$ cat src/rtl/spiker_seq_pkg.sv
// spiker_seq_pkg: shared types and default sizing for the spiker step sequencer.
package spiker_seq_pkg;
    localparam int DEF_N_BEATS     = 200;
    localparam int DEF_STEP_W      = 16;
    localparam int DEF_TIMEOUT_CYC = 4096;

    typedef enum logic [2:0] {IDLE, START, FEED, WAIT_DONE, NEXT, FINISH} state_t;

    typedef enum logic [1:0] {
        ERR_NONE    = 2'd0,
        ERR_TIMEOUT = 2'd1,
        ERR_ABORT   = 2'd2
    } err_t;
endpackage

$ cat src/rtl/spiker_seq_wdog.sv
// spiker_seq_wdog: saturating cycle counter that flags when the core has taken too long.
module spiker_seq_wdog
    import spiker_seq_pkg::*;
#(
    parameter int TIMEOUT_CYC = DEF_TIMEOUT_CYC
) (
    input  logic clk_i,
    input  logic rst_ni,
    input  logic clr_i,
    input  logic en_i,
    output logic expired_o
);
    localparam int CW = $clog2(TIMEOUT_CYC + 1);

    logic [CW-1:0] cnt_q;

    assign expired_o = en_i && cnt_q == CW'(TIMEOUT_CYC - 1);

    always_ff @(posedge clk_i or negedge rst_ni) begin
        if (!rst_ni) cnt_q <= '0;
        else if (clr_i) cnt_q <= '0;
        else if (en_i && !expired_o) cnt_q <= cnt_q + 1'b1;
    end
endmodule

$ cat src/rtl/spiker_sequencer.sv
// spiker_sequencer: runs n timesteps of start / beat feed / wait-for-done against the spiker core.
module spiker_sequencer
    import spiker_seq_pkg::*;
#(
    parameter int N_BEATS     = DEF_N_BEATS,
    parameter int STEP_W      = DEF_STEP_W,
    parameter int TIMEOUT_CYC = DEF_TIMEOUT_CYC
) (
    input  logic              clk_i,
    input  logic              rst_ni,
    input  logic              test_mode_i,
    input  logic              go_i,
    input  logic              abort_i,
    input  logic [STEP_W-1:0] n_steps_i,
    output logic              core_start_o,
    output logic              core_sample_o,
    input  logic              core_ready_i,
    input  logic              core_done_i,
    output logic              busy_o,
    output logic [STEP_W-1:0] step_idx_o,
    output logic              done_o,
    output logic              irq_o,
    input  logic              irq_clr_i,
    output logic [1:0]        err_o
);
    localparam int BW = $clog2(N_BEATS + 1);

    state_t            state_q, state_d;
    logic [STEP_W-1:0] n_q, idx_q;
    logic [BW-1:0]     beat_q;
    err_t              err_q;
    logic              irq_q, zdone_q;
    logic              go_zero, go_run, xfer, last_beat, last_step;
    logic              expired, abort, to_evt, irq_set;
    logic              unused_test_mode;

    assign unused_test_mode = test_mode_i;

    assign go_zero   = go_i && state_q == IDLE && n_steps_i == '0;
    assign go_run    = go_i && state_q == IDLE && n_steps_i != '0;
    assign abort     = abort_i && state_q != IDLE;
    assign xfer      = state_q == FEED && core_ready_i;
    assign last_beat = beat_q == BW'(N_BEATS - 1);
    assign last_step = idx_q == n_q - 1'b1;
    assign to_evt    = state_q == WAIT_DONE && !core_done_i && expired && !abort;
    // FINISH sets irq on entry and again while present, so a clear landing on FINISH loses.
    assign irq_set   = go_zero || state_d == FINISH || state_q == FINISH || to_evt || abort;

    spiker_seq_wdog #(.TIMEOUT_CYC(TIMEOUT_CYC)) u_wdog (
        .clk_i    (clk_i),
        .rst_ni   (rst_ni),
        .clr_i    (state_q != WAIT_DONE),
        .en_i     (state_q == WAIT_DONE),
        .expired_o(expired)
    );

    always_ff @(posedge clk_i or negedge rst_ni) begin
        if (!rst_ni) state_q <= IDLE;
        else state_q <= state_d;
    end

    always_comb begin
        state_d = state_q;
        case (state_q)
            IDLE:      if (go_run) state_d = START;
            START:     state_d = FEED;
            FEED:      if (xfer && last_beat) state_d = WAIT_DONE;
            WAIT_DONE: if (core_done_i) state_d = NEXT;
                       else if (expired) state_d = IDLE;
            NEXT:      state_d = last_step ? FINISH : START;
            FINISH:    state_d = IDLE;
            default:   state_d = IDLE;
        endcase
        if (abort) state_d = IDLE;
    end

    always_comb begin
        core_start_o  = state_q == START;
        core_sample_o = state_q == FEED;
        busy_o        = state_q != IDLE;
        done_o        = state_q == FINISH || zdone_q;
    end

    always_ff @(posedge clk_i or negedge rst_ni) begin
        if (!rst_ni) begin
            n_q     <= '0;
            idx_q   <= '0;
            beat_q  <= '0;
            err_q   <= ERR_NONE;
            irq_q   <= 1'b0;
            zdone_q <= 1'b0;
        end else begin
            irq_q   <= irq_set || (irq_q && !irq_clr_i);
            zdone_q <= go_zero;
            if (go_run) begin
                n_q   <= n_steps_i;
                idx_q <= '0;
                err_q <= ERR_NONE;
            end else if (state_q == NEXT && !last_step && !abort) begin
                idx_q <= idx_q + 1'b1;
            end
            if (abort) err_q <= ERR_ABORT;
            else if (to_evt) err_q <= ERR_TIMEOUT;
            if (state_q == START) beat_q <= '0;
            else if (xfer) beat_q <= beat_q + 1'b1;
        end
    end

    assign irq_o      = irq_q;
    assign err_o      = err_q;
    assign step_idx_o = idx_q;
endmodule

$ cat config.mk
export PLATFORM = sky130hd
export DESIGN_NAME = spiker_sequencer
export DESIGN_NICKNAME = d
export VERILOG_FILES = /design/src/rtl/spiker_seq_pkg.sv /design/src/rtl/spiker_seq_wdog.sv /design/src/rtl/spiker_sequencer.sv
export SDC_FILE = /design/constraint.sdc
export NUM_CORES = 1
export LEC_CHECK = 0
export ABC_AREA = 1
export BUFFER_PORTS_ARGS = -buffer_cell sky130_fd_sc_hd__buf_2
export CORE_ASPECT_RATIO = 0.6
export CORE_UTILIZATION = 45
export DETAILED_ROUTE_END_ITERATION = 8
export HOLD_SLACK_MARGIN = 0.08
export SYNTH_ARGS = -nofsm -noshare
export SYNTH_HDL_FRONTEND = slang
export SYNTH_HIERARCHICAL = 1
export SYNTH_SLANG_ARGS = --single-unit
export TNS_END_PERCENT = 100
$ cat constraint.sdc
create_clock -name clk_i -period 5.15 [get_ports clk_i]
set_input_delay 0.7725 -clock clk_i [delete_from_list [all_inputs] [get_ports clk_i]]
set_output_delay 0.7725 -clock clk_i [all_outputs]
set_load 0.02 [all_outputs]
Yosys cells after proc, flatten, opt, wreduce, memory -nomap -nowiden
Cells that the tools add are included. W data, S select, Z words.

Bits in registers: 60. Logic and storage cells: 71.

$add $sub $neg: 4. Eq/ne operators: 10. Multiplexer cells: 16. Reduce and logical (&&, ||, !) cells: 33.

Operators by type and width (number): $mux W16 (2); $mux W13 (2); $mux W3 (6); $add A16 B1 Y16 const B (1); $eq A16 B16 Y1 (1); $logic_not A16 Y1 (1); $mux W8 (2); $reduce_bool A16 Y1 (1); $sub A16 B1 Y16 const B (1); $pmux W3 S5 (1); $logic_and A1 B1 Y1 (14); $add A13 B1 Y13 const B (1); $eq A13 B12 Y1 const B (1); $eq A3 B3 Y1 const B (3); $add A8 B1 Y8 const B (1); $eq A8 B8 Y1 const B (1); $eq A3 B2 Y1 const B (2); $logic_or A1 B1 Y1 (6); $mux W2 (3); $reduce_bool A2 Y1 (3); $reduce_bool A3 Y1 (2); $logic_not A1 Y1 (5); $eq A3 B1 Y1 const B (1); $logic_not A3 Y1 (1); $ne A3 B2 Y1 const B (1).

Longest topological paths before layout
Depth in word-level cells: 12. Depth in mapped cells: 17. Mapped depth without buffers: 17.

By module
Netlist, hierarchy kept.

By module, submodules not included: spiker_sequencer (instances 1, cells each 459, area an instance 3243.1 sq um); spiker_seq_wdog (instances 1, cells each 123, area an instance 849.6 sq um).

Worst setup path after synthesis
No wires, ideal clock.

Path kind: register to register. From: register state_q[2]. To: register irq_q (netlist: irq_o). Data arrival time: 1.846 ns. Setup slack: 3.178 ns. Stages on the path, launching flop included: 13. Path buffers: 0. Cells stage by stage: dfrtp_1 -> nor3_1 -> inv_1 -> nor3_1 -> nor2_1 -> nand2_1 -> nand2_1 -> a31oi_1 -> nand2_1 -> nand2_1 -> nor2_1 -> nand2_1 -> nand2_1.

Cells in the longest elaborated chain, start to end: 12.

Ends and longest elaborated chain: from (decl) (line spiker_sequencer.sv:28) `state_t state_q, state_d;`; from (signal assigned) (line spiker_sequencer.sv:59) `else state_q <= state_d;`; $eq A3 B2 Y1 (*) (line spiker_sequencer.sv:53) `.en_i (state_q == WAIT_DONE),`; $logic_and A1 B1 Y1 (*) (line spiker_seq_wdog.sv:17) `assign expired_o = en_i && cnt_q == CW'(TIMEOUT_CYC - 1);`; net expired (line spiker_sequencer.sv:34) `logic expired, abort, to_evt, irq_set;`; $mux W3 (line spiker_sequencer.sv:69) `else if (expired) state_d = IDLE;`; $mux W3 (line spiker_sequencer.sv:68) `WAIT_DONE: if (core_done_i) state_d = NEXT;`; $pmux W3 S5 (line spiker_sequencer.sv:64) `case (state_q)`; $mux W3 (line spiker_sequencer.sv:74) `if (abort) state_d = IDLE;`; $eq A3 B3 Y1 (line spiker_sequencer.sv:47) `assign irq_set = go_zero || state_d == FINISH || state_q == FINISH || to_evt || abort;`; $logic_or A1 B1 Y1 (2 in series) (line spiker_sequencer.sv:47); $logic_or A1 B1 Y1 (*) (2 in series) (line spiker_sequencer.sv:47); $logic_or A1 B1 Y1 (*) (line spiker_sequencer.sv:93) `irq_q <= irq_set || (irq_q && !irq_clr_i);`; to (signal assigned) (line spiker_sequencer.sv:93); to (decl) (line spiker_sequencer.sv:32) `logic irq_q, zdone_q;`.

The timed path passes the listed nets; every way through them passes the cells marked *. A chain may end at the register's enable or synchronous reset.

Final worst setup path
From: input n_steps_i[1]. To: register n_q[0].

Cells in the longest elaborated chain, start to end: 2.

Ends and longest elaborated chain: from (decl) (line spiker_sequencer.sv:14) `input logic [STEP_W-1:0] n_steps_i,`; $reduce_bool A16 Y1 (line spiker_sequencer.sv:40) `assign go_run = go_i && state_q == IDLE && n_steps_i != '0;`; $logic_and A1 B1 Y1 (line spiker_sequencer.sv:40); to (signal assigned) (line spiker_sequencer.sv:96) `n_q <= n_steps_i;`; to (decl) (line spiker_sequencer.sv:29) `logic [STEP_W-1:0] n_q, idx_q;`.

Every way passes these cells.

==> flow_summary.json <==
{
  "status": "completed",
  "antenna_found_initial": 0,
  "synth_nets": 610,
  "via_per_inst": 5.13,
  "clockBufferDepth": 2,
  "synth_largest_type_area_fraction_pct": 36.7,
  "switching_share_pct": 42.8,
  "p_total_uw": 2050,
  "cp_common_cell": "nand2_1",
  "first_global_vias": 3254,
  "grt_overflow": 0,
  "power_leakage_uw": 0.00241,
  "fin_crit_sh_pct": 48.2,
  "coreArea_sq_um": 8650,
  "routabilityCongestion": 0.833,
  "netlist-cell-type-count": 37,
  "cts_tree": "built",
  "hold_path_class": "flip-flop to flip-flop",
  "die_w_um": 125,
  "synth.ff_latch_count": 60,
  "cap_violations": 0,
  "finalNetCount": 655,
  "synth_area_sq_um": 4090,
  "multiInputGateArea_sq_um": 2240,
  "portBuffers": 45,
  "met2_length_um": 3770,
  "dp_hpwl_um": 7530,
  "crit_required_ns": 5.34,
  "area_growth_pct": 14.1,
  "synthArstFlopShare_pct": 100,
  "critPathLaunchType": "input port",
  "placed_area_sq_um": 4400,
  "grtUsageTotal_pct": 23.5,
  "clkSlewWorstSetupHoldPaths_ns": 0.05,
  "syn_inst": 582,
  "n_fill_cell": 835,
  "rows": 26,
  "setup_viol": 0,
  "critPathArrivalTime_ns": 2.67,
  "setup_ws_ns": 2.67,
  "yosysTopAreaCell": "dfrtp_1",
  "max_slew_margin_pct": 48.6,
  "rsz0062_at_grt": "false",
  "clkPwrFrac_pct": 27.0,
  "crit_slowest_cell": "nor4_1",
  "met3RoutedLength_um": 852,
  "cts_num_sinks": 60,
  "synthTopCellsByCount": "nand2_1, nand3_1, inv_1",
  "min_period_ns": 2.48,
  "yosys-top-cells-area": "dfrtp_1, nand2_1, nand3_1",
  "firstDrtPassIters": 6,
  "cts_setup_buffers": 0,
  "grt_max_degree": 61,
  "drt_wl_total_um": 10100,
  "ys_warn_count": 6,
  "clock-skew-final_ns": 0.00728,
  "io_pins": 47,
  "synthFlopType": "dfrtp_1",
  "die_area_sq_um": 9490,
  "stdcell_area_sq_um": 4670,
  "top_layer_used": "met4",
  "initial_core_util_pct": 47.3,
  "root_buffer": "clkbuf_16",
  "drt_iter0_drc": 239,
  "htree_levels": 3,
  "p_per_area_nw_per_um2": 439,
  "netSwitchingPower_uw": 879,
  "fin_setup_tns_ns": 0,
  "seq_power_share_pct": 33.3,
  "clock_latency_ns": 0.33,
  "whs_ns": 0.485,
  "pre_cts_ws_ns": 2.32,
  "final-seq-area_sq_um": 1500,
  "hold_buffers": 0,
  "grt_pass1_wl_um": 16900,
  "drv_slew": 0,
  "p_comb_share_pct": 39.8,
  "synth.avg_cell_area_sq_um": 7.03,
  "synth_most_common_cell": "nand2_1",
  "drive_gt1_share_pct": 15.8,
  "tightestPinTransition_ns": 0.771,
  "cp_top_family": "buffers and inverters",
  "fmax_ghz": 0.403,
  "worstPathCellList": "buf_2 -> nor4_1 -> nand4_1 -> nand2_1 -> buf_4 -> inv_1 -> nand2_1 -> o21ai_0",
  "cts_resized": 0,
  "antenna_cells": 0,
  "critPathMaxFanout": 43,
  "finalHoldViolations": 0,
  "cts_buffers": 9,
  "path_buf_inv": 3,
  "antenna_left": 0,
  "vdd_drop_max_v": 0.000304,
  "yosysSeqAreaShare_pct": 36.7,
  "cpPeakStageDelay_ns": 0.45,
  "avgRoutedWirePerCell_um": 13.6,
  "p_int_uw": 1170,
  "drcViolationCount": 0,
  "met1_length_um": 5450,
  "path_class": "input port to flip-flop",
  "die_h_um": 75.9,
  "cp-end-kind": "flip-flop",
  "vias": 3812,
  "synth-edff-count": 0
}
## cell type report
class / count / area share [%]
multi-input cells: 437 / 48.1
flip-flops and latches: 60 / 32.1
inverters: 71 / 5.71
clock buffers: 13 / 5.57
repair buffers: 48 / 5.30
well taps: 112 / 3.00
clock inverters: 2 / 0.214
## through the flow
stage / utilization (%) / cells
after floorplan: - / 582
after global placement: 50.9 / 728
after detailed placement: 50.9 / 728
after CTS: 54.0 / 743
after global routing: 54.0 / 743
final: 54.0 / 743
## metal layers
metal  track usage [%]  up-vias
met5                 0        -
met4              4.07        0
met3              7.87        5
met2              31.8      122
met1              35.8     1715
li1                  -     1970
## cells in the final DEF (no fill, tap or decap), types with 3 or more instances in the layout
master / n
xnor2_1: 11
o21ai_0: 15
nor4_1: 8
buf_4: 3
a21oi_1: 14
nand2_1: 176
nand3_1: 73
inv_1: 61
nor3_1: 14
xor2_1: 16
inv_2: 9
nor2_2: 6
ha_1: 4
nand4_1: 21
nor2_4: 9
clkbuf_16: 9
nand2_4: 5
dfrtp_1: 60
nor2_1: 47
buf_2: 45
## cells by family after synthesis
family	synth area share, %
simple gates	42.9
buf+inv	8.47
flops	36.7
compound gates	4.98
xor+xnor	5.78
fa+ha+maj	1.22
## power groups by stage
stage	Clock, uW	Combinational (uW)	Sequential [uW]
after floorplan	0	641	668
after global placement	0	792	683
after detailed placement	0	810	688
after CTS	566	817	681
after global routing	595	947	696
final	554	816	682
## path summary, 6_finish.rpt
check / slack [ns] / depth (start not counted) / to / start
worst min register to register: 0.49 / 1 / beat_q[7] / beat_q[7]
worst max register to register: 2.77 / 12 / irq_o / state_q[2]
worst min-delay path: 0.49 / 1 / beat_q[7] / beat_q[7]
max in group asynchronous: 4.04 / 2 / n_q[10] / rst_ni
min in group asynchronous: 0.59 / 2 / step_idx_o[13] / rst_ni
worst max-delay path: 2.67 / 8 / n_q[0] / n_steps_i[1]
## registers in the layout, indices dropped and copies added, names as in the netlist
name,count
err_o,2
beat_q,8
step_idx_o,16
u_wdog/cnt_q,13
irq_o,1
state_q,3
zdone_q,1
n_q,16
Note: power is estimated with default switching activity, not from simulation.
